--- src/rtl/ov_pkg.sv ---
// ov_pkg: shared state encoding, default limits and helpers for the OV capture path
package ov_pkg;
  typedef enum logic [1:0] {S_IDLE, S_VSYNC, S_FRAME, S_LINE} state_e;
  localparam int unsigned MAX_PCLK_DEF   = 1280;
  localparam int unsigned MAX_LINE_DEF   = 480;
  localparam int unsigned TIMEOUT_US_DEF = 1000;
  function automatic logic [15:0] sat_inc(input logic [15:0] v);
    return (v == 16'hFFFF) ? v : v + 16'd1;
  endfunction
endpackage

--- src/rtl/ov_sync.sv ---
// ov_sync: 2-flop synchroniser plus edge detect for the OV sensor bus
module ov_sync (
  input  logic       clk_sys,
  input  logic       rst,
  input  logic       pclk_i,
  input  logic       href_i,
  input  logic       vsync_i,
  input  logic [7:0] data_i,
  output logic       pe_o,
  output logic       href_o,
  output logic       href_rise_o,
  output logic       href_fall_o,
  output logic       vsync_o,
  output logic       vsync_rise_o,
  output logic       vsync_fall_o,
  output logic [7:0] data_o
);
  logic [10:0] s1_q, s2_q;
  logic [2:0]  s3_q;
  // all bus bits share one synchroniser so data stays aligned with the pclk edge
  always_ff @(posedge clk_sys) begin
    if (rst) begin
      s1_q <= '0;
      s2_q <= '0;
      s3_q <= '0;
    end else begin
      s1_q <= {data_i, vsync_i, href_i, pclk_i};
      s2_q <= s1_q;
      s3_q <= s2_q[2:0];
    end
  end
  assign pe_o         = s2_q[0] & ~s3_q[0];
  assign href_o       = s2_q[1];
  assign href_rise_o  = s2_q[1] & ~s3_q[1];
  assign href_fall_o  = ~s2_q[1] & s3_q[1];
  assign vsync_o      = s2_q[2];
  assign vsync_rise_o = s2_q[2] & ~s3_q[2];
  assign vsync_fall_o = ~s2_q[2] & s3_q[2];
  assign data_o       = s2_q[10:3];
endmodule

--- src/rtl/ov_capture.sv ---
// ov_capture: oversampled OV sensor capture with line/byte tagging, overflow and loss detection
module ov_capture
  import ov_pkg::*;
#(
  parameter int unsigned MAX_PCLK   = MAX_PCLK_DEF,
  parameter int unsigned MAX_LINE   = MAX_LINE_DEF,
  parameter int unsigned TIMEOUT_US = TIMEOUT_US_DEF
) (
  input  logic        clk_sys,
  input  logic        rst,
  input  logic        pluse_us,
  input  logic        cap_en,
  input  logic        ov_pclk,
  input  logic        ov_href,
  input  logic        ov_vsync,
  input  logic [7:0]  ov_data,
  output logic [7:0]  data_pclk,
  output logic        data_vld,
  output logic [15:0] num_pclk,
  output logic [15:0] num_line,
  output logic        frame_done,
  output logic [15:0] line_len,
  output logic        ov_lost,
  output logic        ovf_err
);
  localparam logic [15:0] MP = 16'(MAX_PCLK);
  localparam logic [15:0] ML = 16'(MAX_LINE);
  localparam logic [15:0] TO = 16'(TIMEOUT_US);
  logic        pe, href, href_rise, href_fall, vsync, vsync_rise, vsync_fall;
  logic [7:0]  data;
  state_e      state_q;
  logic [15:0] byte_q, line_q, us_q, npclk_q, nline_q, len_q;
  logic [7:0]  data_q;
  logic        vld_q, fd_q, lost_q, ovf_q;
  logic        at_to, tmo, cap, keep;
  ov_sync u_sync (
    .clk_sys      (clk_sys),
    .rst          (rst),
    .pclk_i       (ov_pclk),
    .href_i       (ov_href),
    .vsync_i      (ov_vsync),
    .data_i       (ov_data),
    .pe_o         (pe),
    .href_o       (href),
    .href_rise_o  (href_rise),
    .href_fall_o  (href_fall),
    .vsync_o      (vsync),
    .vsync_rise_o (vsync_rise),
    .vsync_fall_o (vsync_fall),
    .data_o       (data)
  );
  // a pclk edge coinciding with href fall still belongs to the closing line
  always_comb begin
    at_to = (us_q == TO);
    tmo   = at_to & ~pe;
    cap   = pe & (href | href_fall);
    keep  = (byte_q < MP) && (line_q < ML);
  end
  // pclk watchdog: µs counter restarted by every pclk edge
  always_ff @(posedge clk_sys) begin
    if (rst) begin
      us_q   <= '0;
      lost_q <= 1'b0;
    end else begin
      us_q   <= pe ? '0 : (pluse_us && !at_to) ? us_q + 16'd1 : us_q;
      lost_q <= pe ? 1'b0 : tmo ? 1'b1 : lost_q;
    end
  end
  // frame/line FSM with counters and registered outputs
  always_ff @(posedge clk_sys) begin
    if (rst) begin
      state_q <= S_IDLE;
      byte_q  <= '0;
      line_q  <= '0;
      data_q  <= '0;
      vld_q   <= 1'b0;
      npclk_q <= '0;
      nline_q <= '0;
      fd_q    <= 1'b0;
      len_q   <= '0;
      ovf_q   <= 1'b0;
    end else begin
      vld_q <= 1'b0;
      fd_q  <= 1'b0;
      if (tmo) state_q <= S_IDLE;
      else begin
        case (state_q)
          S_IDLE: if (vsync) state_q <= S_VSYNC;
          S_VSYNC: if (vsync_fall) begin
            state_q <= cap_en ? S_FRAME : S_IDLE;
            if (cap_en) begin
              line_q <= '0;
              byte_q <= '0;
              ovf_q  <= 1'b0;
            end
          end
          S_FRAME: begin
            if (vsync_rise) begin
              fd_q    <= 1'b1;
              state_q <= S_VSYNC;
            end else if (href_rise) begin
              byte_q  <= '0;
              state_q <= S_LINE;
            end
          end
          S_LINE: begin
            if (cap) begin
              if (keep) begin
                vld_q   <= 1'b1;
                data_q  <= data;
                npclk_q <= byte_q;
                nline_q <= line_q;
              end else ovf_q <= 1'b1;
              byte_q <= sat_inc(byte_q);
            end
            if (href_fall || vsync_rise) begin
              len_q   <= cap ? sat_inc(byte_q) : byte_q;
              line_q  <= sat_inc(line_q);
              fd_q    <= vsync_rise;
              state_q <= vsync_rise ? S_VSYNC : S_FRAME;
            end
          end
          default: state_q <= S_IDLE;
        endcase
      end
    end
  end
  assign data_pclk  = data_q;
  assign data_vld   = vld_q;
  assign num_pclk   = npclk_q;
  assign num_line   = nline_q;
  assign frame_done = fd_q;
  assign line_len   = len_q;
  assign ov_lost    = lost_q;
  assign ovf_err    = ovf_q;
endmodule

--- config.mk ---
export PLATFORM = sky130hd
export DESIGN_NAME = ov_capture
export DESIGN_NICKNAME = d
export VERILOG_FILES = /design/src/rtl/ov_pkg.sv /design/src/rtl/ov_sync.sv /design/src/rtl/ov_capture.sv
export SDC_FILE = /design/constraint.sdc
export NUM_CORES = 1
export LEC_CHECK = 0
export BUFFER_PORTS_ARGS = -buffer_cell sky130_fd_sc_hd__buf_2
export CAP_MARGIN = 20
export CORE_MARGIN = 2
export CORE_UTILIZATION = 30
export DETAILED_ROUTE_END_ITERATION = 10
export GPL_TIMING_DRIVEN = 1
export SYNTH_ARGS = -nofsm -noshare
export SYNTH_HDL_FRONTEND = slang
export SYNTH_SLANG_ARGS = --single-unit
--- constraint.sdc ---
create_clock -name clk_sys -period 6.6 [get_ports clk_sys]
set_clock_uncertainty 0.1 [all_clocks]
set_input_delay 1.32 -clock clk_sys [delete_from_list [all_inputs] [get_ports clk_sys]]
set_output_delay 1.32 -clock clk_sys [all_outputs]
set_load 0.005 [all_outputs]
==> results of run 1 <==
==> sequential cells by signal, summed over array words and instances (netlist names), 3 cells and up <==
signal       cells
line_len        16
num_line        16
num_pclk        16
line_q          16
data_pclk        8
u_sync.s1_q     11
u_sync.s2_q     11
byte_q          16
u_sync.s3_q      3
us_q            16
==> cells by family after synthesis <==
family | synth area share
adder cells (fa/ha/maj) | 0.00907
AND/OR/NAND/NOR | 0.247
flip-flops | 0.490
AO/OA/AOI/OAI | 0.118
buffers and inverters | 0.0338
XOR/XNOR | 0.0365
multiplexers | 0.0653
==> layout make-up <==
cell class / count / area [µm²] / area share
clock buffers: 22 / 484 / 0.0719
multi-input cells: 427 / 2640 / 0.392
flip-flops and latches: 135 / 2700 / 0.401
clock inverters: 10 / 166 / 0.0247
repair buffers: 80 / 423 / 0.0628
inverters: 9 / 33.8 / 0.00502
well taps: 229 / 287 / 0.0425
==> routing by layer <==
metal / vias to the layer above / part of all wire
met2: 69 / 0.44
met1: 2030 / 0.49
met4: 0 / 0.014
li1: 2282 / -
met3: 13 / 0.051
met5: - / 0
==> placed cells by master (no fill, tap or decap), types with 2 or more instances in the layout <==
| cell | netlist | routed |
|---|---|---|
| a211oi_1 | 4 | 4 |
| a21o_1 | 3 | 3 |
| a21oi_1 | 40 | 39 |
| a21oi_2 | 1 | 2 |
| a31oi_1 | 5 | 5 |
| and2_1 | 15 | 15 |
| and3_1 | 6 | 6 |
| and4_1 | 7 | 7 |
| buf_2 | 2 | 74 |
| buf_4 | 2 | 5 |
| bufinv_16 | 0 | 4 |
| clkbuf_16 | 0 | 17 |
| clkbuf_8 | 0 | 4 |
| clkinv_4 | 0 | 2 |
| clkinvlp_4 | 0 | 2 |
| dfxtp_1 | 135 | 135 |
| ha_1 | 4 | 4 |
| inv_1 | 9 | 9 |
| mux2i_1 | 36 | 36 |
| nand2_1 | 39 | 39 |
| nand2b_1 | 12 | 12 |
| nand3_1 | 16 | 16 |
| nand4_1 | 15 | 15 |
| nor2_1 | 62 | 62 |
| nor2b_1 | 30 | 30 |
| nor3_1 | 13 | 13 |
| nor4_1 | 15 | 14 |
| o211ai_1 | 3 | 3 |
| o21ai_0 | 23 | 23 |
| o21ai_1 | 3 | 3 |
| o22ai_1 | 5 | 5 |
| o31ai_1 | 11 | 11 |
| or2_2 | 2 | 2 |
| or3_1 | 6 | 6 |
| or4_1 | 13 | 13 |
| or4b_1 | 2 | 2 |
| xnor2_1 | 14 | 14 |
| xor2_1 | 9 | 9 |
==> report_power, final <==
part           switching, mW  total, mW  internal [mW]
sequential           0.00346      0.827          0.824
clock                  0.351       1.03          0.674
combinational         0.0247     0.0381         0.0134
==> synth_stat cells (2+ instances only) <==
master	instances
o21ai_0	23
o21ai_1	3
o22ai_1	5
nand2_1	39
a31oi_1	5
inv_1	9
a21o_1	3
nor3_1	13
nand2b_1	12
or4b_1	2
nor2b_1	30
clkbuf_1	27
nor2_1	62
buf_6	2
a211oi_1	4
or3_1	6
mux2i_1	36
or2_2	2
ha_1	4
nor4_1	15
buf_2	2
or4_1	13
nand3_1	16
dfxtp_1	135
nand4_1	15
o31ai_1	11
and3_1	6
a21oi_1	40
xnor2_1	14
and2_1	15
xor2_1	9
buf_4	2
and4_1	7
o211ai_1	3
==> metrics by stage <==
stage | area (µm²) | power, mW | worst slack (ns)
floorplan | 5520 | 0.871 | 3.93
global placement | 6070 | 0.883 | 3.12
detailed placement | 6070 | 0.884 | 3.12
CTS | 6720 | 1.92 | 3.56
global route | 6730 | 1.96 | 3.41
finish | 6730 | 1.89 | 3.56
==> worst max-delay path, stage by stage <==
cell	delay, ns
buf_2	0.11
inv_1	0.49
nand2_1	0.59
o22ai_1	0.54
nand2b_1	0.10
mux2i_1	0.13
==> worst min path at each step <==
stage               slack, ns                        end  cells after the start
finish                   0.33  u_sync.s2_q[1]$_SDFF_PP0_                      1
global route             0.36  u_sync.s2_q[8]$_SDFF_PP0_                      1
CTS                      0.34  u_sync.s2_q[6]$_SDFF_PP0_                      1
detailed placement       0.32  u_sync.s2_q[6]$_SDFF_PP0_                      1
global placement         0.32  u_sync.s2_q[6]$_SDFF_PP0_                      1
floorplan                0.31  u_sync.s2_q[0]$_SDFF_PP0_                      1
==> metrics.txt, run 1 <==
met1 Use GR 0.175; DRT Pass-1 Iters 4; setup bufs post-CTS 0; count of final setup violators 0; share of the synthesized area in the top cell type 0.490; IO Pins 75; crit path to line_q[8]$_SDFFE_PP0P_; post-CTS sizing 0; first-pass GRT wire length roughly 21000 µm; worst reg2reg path depth 5; Critical Path RT a little under 7 ns; CP Launch Type input pin; NumNets Final approximately 690; Post-DP HPWL roughly 8600 µm; status finished, final reports clean; R2R setup slack between 3 and 4 ns; die area between 15000 and 20000 µm²; worst skew pair latency around 0.42 ns; Slew headroom 0.303; max_cap viols 0; WL/cell 13.7 µm; CTS sink count 135; final hold vios 0; synthesis warning total 0; met2 Track Usage GR 0.198; Reg2Reg Launch Point us_q[2]$_SDFFE_PP0P_; Post-CTS Hold Fix Bufs 0; RSZ-0062 raised after global routing no; Setup crit end kind flip-flop; post-route setup TNS 0 ns; static leakage ~2.5 nW; final core utilization 0.374; #FFs+latches synth 135; synthesized instance count between 600 and 700; Pwr Density approximately 280 nW/µm²; Min Hold Slack roughly 0.33 ns; Area growth syn-to-layout 22.1%; CTS tree built; top post-synthesis cells by area dfxtp_1 49%, mux2i_1 6.5%, nor2_1 4.2%; Post-Syn Area per Cell slightly above 9 µm²; Final Non-Filler Cells a little over 900; Critical R2R Capture line_q[10]$_SDFFE_PP0P_; layout cells sized above 1 0.176; Yosys top cell by area dfxtp_1; grt met3 use 0.0475; starting density of the core 0.306; clk root buf clkbuf_16; asr flop ratio synth 0; top_reg_cell synth dfxtp_1; CORE AREA roughly 18000 µm²; CP Max Fanout 22; clk buf depth 2; H-tree Lvls 4; vias per cell a little under 5; via count 4394; vias in the first global route 4039; Yosys cell types 49; type of the most critical hold path reg2reg; 1st-iter DRT viols 273; CP startpoint rst; Post-Syn Area roughly 5500 µm²; sequential area share after synthesis 0.490; CP Class in2reg; post-route ant nets 0; Top Usage Layer GRT met2; CTS buffer count 17; gr ovfl total 0; residual DRC count 0; final antenna diode count 0; final max-slew violation count 0; final period utilization 0.461; largest net degree at the start of global routing between 60 and 70; Post-synth EDFFs 0; clock slew at reported path FFs about 0.060 ns; fillers about 1900; Routed WL ~13000 µm; Worst-Margin Slew between 1 and 1.5 ns; fmax between 300 and 400 MHz; std cell rows about 50; Die Y 140 µm; gpl congestion around 0.88; GRT Util Overall 0.132; HP Start u_sync.s1_q[1]$_SDFF_PP0_; initial antenna violation count 0; Die X approximately 140 µm; Critical Path AT about 3.3 ns; IO Port Bufs between 70 and 80; worst ir drop on vdd about 0.19 mV; placed cells roughly 880; Period minus WS final 3.04 ns; syn_nets approximately 620
Power figures use the tool's default switching activity.
==> inputs of run 2 (changes only) <==
==> constraint.sdc (replaced) <==
create_clock -name clk_sys -period 2.6 [get_ports clk_sys]
set_clock_uncertainty 0.1 [all_clocks]
set_input_delay 0.52 -clock clk_sys [delete_from_list [all_inputs] [get_ports clk_sys]]
set_output_delay 0.52 -clock clk_sys [all_outputs]
set_load 0.005 [all_outputs]
==> run 2 against run 1 <==
Clock power rose by 130%. Die area did not move. Final area rose by 0.84%. Non-clock buffer count rose by 13. Combinational power rose to 2.8 times the previous value. Critical path type is now reg2reg. Largest power group unchanged.
==> metrics.txt, run 2 (synthesis gave the netlist of run 1 again) <==
1st-iter DRT viols 242 (-11%); worst skew pair latency 0.42 ns (about the same); Die X 140 µm (unchanged); Reg2Reg Launch Point us_q[2]$_SDFFE_PP0P_; via count 4467 (+1.7%); post-CTS sizing 0 (unchanged); Pwr Density 677 nW/µm² (+140%); clk buf depth 2 (unchanged); Clk pwr share 0.520 (-0.022); Comb pwr share 0.023 (+0.003); final hold vios 0 (unchanged); CTS sink count 135 (unchanged); Internal 3.67 mW (+140%); Critical Path AT 2.54 ns (-0.75 ns); Post-CTS Hold Fix Bufs 0 (unchanged); crit path to byte_q[5]$_SDFFE_PP0P_; static leakage 2.53 nW (+1.6%); final period utilization 0.894; Period minus WS final around 2.3 ns; Routed WL 12700 µm (+1.3%); post-route ant nets 0 (unchanged); starting density of the core 0.306 (unchanged); Worst-Margin Slew 1.02 ns (-0.0310 ns); first-pass GRT wire length 21100 µm (+1.8%); largest net degree at the start of global routing 41 (-37%); CTS tree built; max_cap viols 0 (unchanged); Reg power frac 0.457 (+0.020); fmax between 400 and 500 MHz; residual DRC count 0 (unchanged); Switching Share 0.201 (+0.000684); worst ir drop on vdd 0.424 mV (+120%); vias per cell 4.84 (+0.56%); vias in the first global route 4160 (+3.0%); clk root buf clkbuf_16; Setup crit end kind flip-flop; commonest non-fill, non-tap cell in the layout dfxtp_1; NumNets Final 702 (+1.9%); CP Max Fanout 14 (-36%); setup bufs post-CTS 0 (unchanged); CP startpoint us_q[2]$_SDFFE_PP0P_; RSZ-0062 raised after global routing no; GRT Util Overall 0.135 (+0.00251); die area 19500 µm² (unchanged); most frequent cells in the layout 135 x dfxtp_1, 74 x buf_2, 62 x nor2_1; Critical Path RT 2.81 ns (-4.04 ns); CP Launch Type flip-flop; CORE AREA 18000 µm² (unchanged); DRT Pass-1 Iters 5 (+1); gr ovfl total 0 (unchanged); initial antenna violation count 0 (unchanged); pre-CTS WS 0.140 ns (-2.98 ns); IO Pins 75 (unchanged); clock slew at reported path FFs 0.06 ns (about the same); count of final setup violators 0 (unchanged); status finished, final reports clean; CTS buffer count 17 (unchanged); std cell rows 49 (unchanged); final max-slew violation count 0 (unchanged); IO Port Bufs 74 (unchanged); R2R setup slack 0.28 ns (-3.43 ns); worst reg2reg path depth 6 (+1); type of the most critical hold path in2reg; Area growth syn-to-layout 23.1%; Critical R2R Capture byte_q[5]$_SDFFE_PP0P_; WL/cell 13.8 µm (+0.21%); layout cells sized above 1 0.186 (+0.0105); Post-DP HPWL 8880 µm (+2.9%); Die Y 140 µm (unchanged); gpl congestion 0.860 (-1.9%); H-tree Lvls 4 (unchanged); Setup WS post-layout 0.275 ns (-3.28 ns); Net Switching 926 µW (+140%); Slew headroom 0.323 (+0.0207); CP Class reg2reg; final antenna diode count 0 (unchanged); HP Start ov_data[5]; post-route setup TNS 0 ns (unchanged)
-- run 2: changes by cell type in the layout (fill, tap and decap cells not counted) --
cell	previous run	this run
clkbuf_1	1	2
clkinv_4	2	0
buf_4	5	16
buf_12	0	2
clkbuf_8	4	2
clkinv_2	1	2
bufinv_16	4	3
-- run 2: worst min-delay path by stage --
stage                                end  slack, ns  cells past startpoint
6_report       u_sync.s1_q[8]$_SDFF_PP0_       0.22                      2
5_1_grt        u_sync.s1_q[4]$_SDFF_PP0_       0.21                      2
4_1_cts        u_sync.s1_q[8]$_SDFF_PP0_       0.19                      2
3_5_place_dp   u_sync.s2_q[0]$_SDFF_PP0_       0.32                      1
3_3_place_gp   u_sync.s2_q[8]$_SDFF_PP0_       0.32                      1
2_1_floorplan  u_sync.s2_q[0]$_SDFF_PP0_       0.31                      1
-- run 2: power groups by stage --
stage	registers, mW	logic [mW]	clock network, mW
2_1_floorplan	2.14	0.0688	0
3_3_place_gp	2.14	0.105	0
3_5_place_dp	2.14	0.106	0
4_1_cts	2.10	0.106	2.47
5_1_grt	2.10	0.119	2.56
6_report	2.10	0.105	2.39
-- run 2: metrics by stage --
stage	instance area, µm²	std cells	utilization	power (mW)	hold slack, ns
2_1_floorplan	5520	605	-	2.21	0.314
3_3_place_gp	6190	892	0.343	2.25	0.317
3_5_place_dp	6190	892	0.343	2.25	0.320
4_1_cts	6780	921	0.376	4.67	0.194
5_1_grt	6790	922	0.377	4.78	0.206
6_report	6790	922	0.377	4.60	0.219
-- run 2: worst max-delay path, cell delays in order (launching register included) --
cell      delay [ns]
dfxtp_1         0.34
or4_1           0.57
nor4_1          0.51
a211oi_1        0.16
buf_4           0.22
a21o_1          0.17
a21o_1          0.16
-- run 2: cell type report --
class / instances / area (µm²)
clock buffers: 21 / 460
clock inverters: 8 / 124
fillers: 1877 / 11200
inverters: 9 / 33.8
multi-input cells: 427 / 2640
flip-flops and latches: 135 / 2700
well taps: 229 / 287
repair buffers: 93 / 546
-- run 2: metal layers --
metal	track usage	wire, µm	vias to the layer above
met4	0.0489	222	0
li1	-	-	2309
met2	0.201	5420	91
met3	0.0520	712	16
met5	0	0	-
met1	0.178	6330	2051
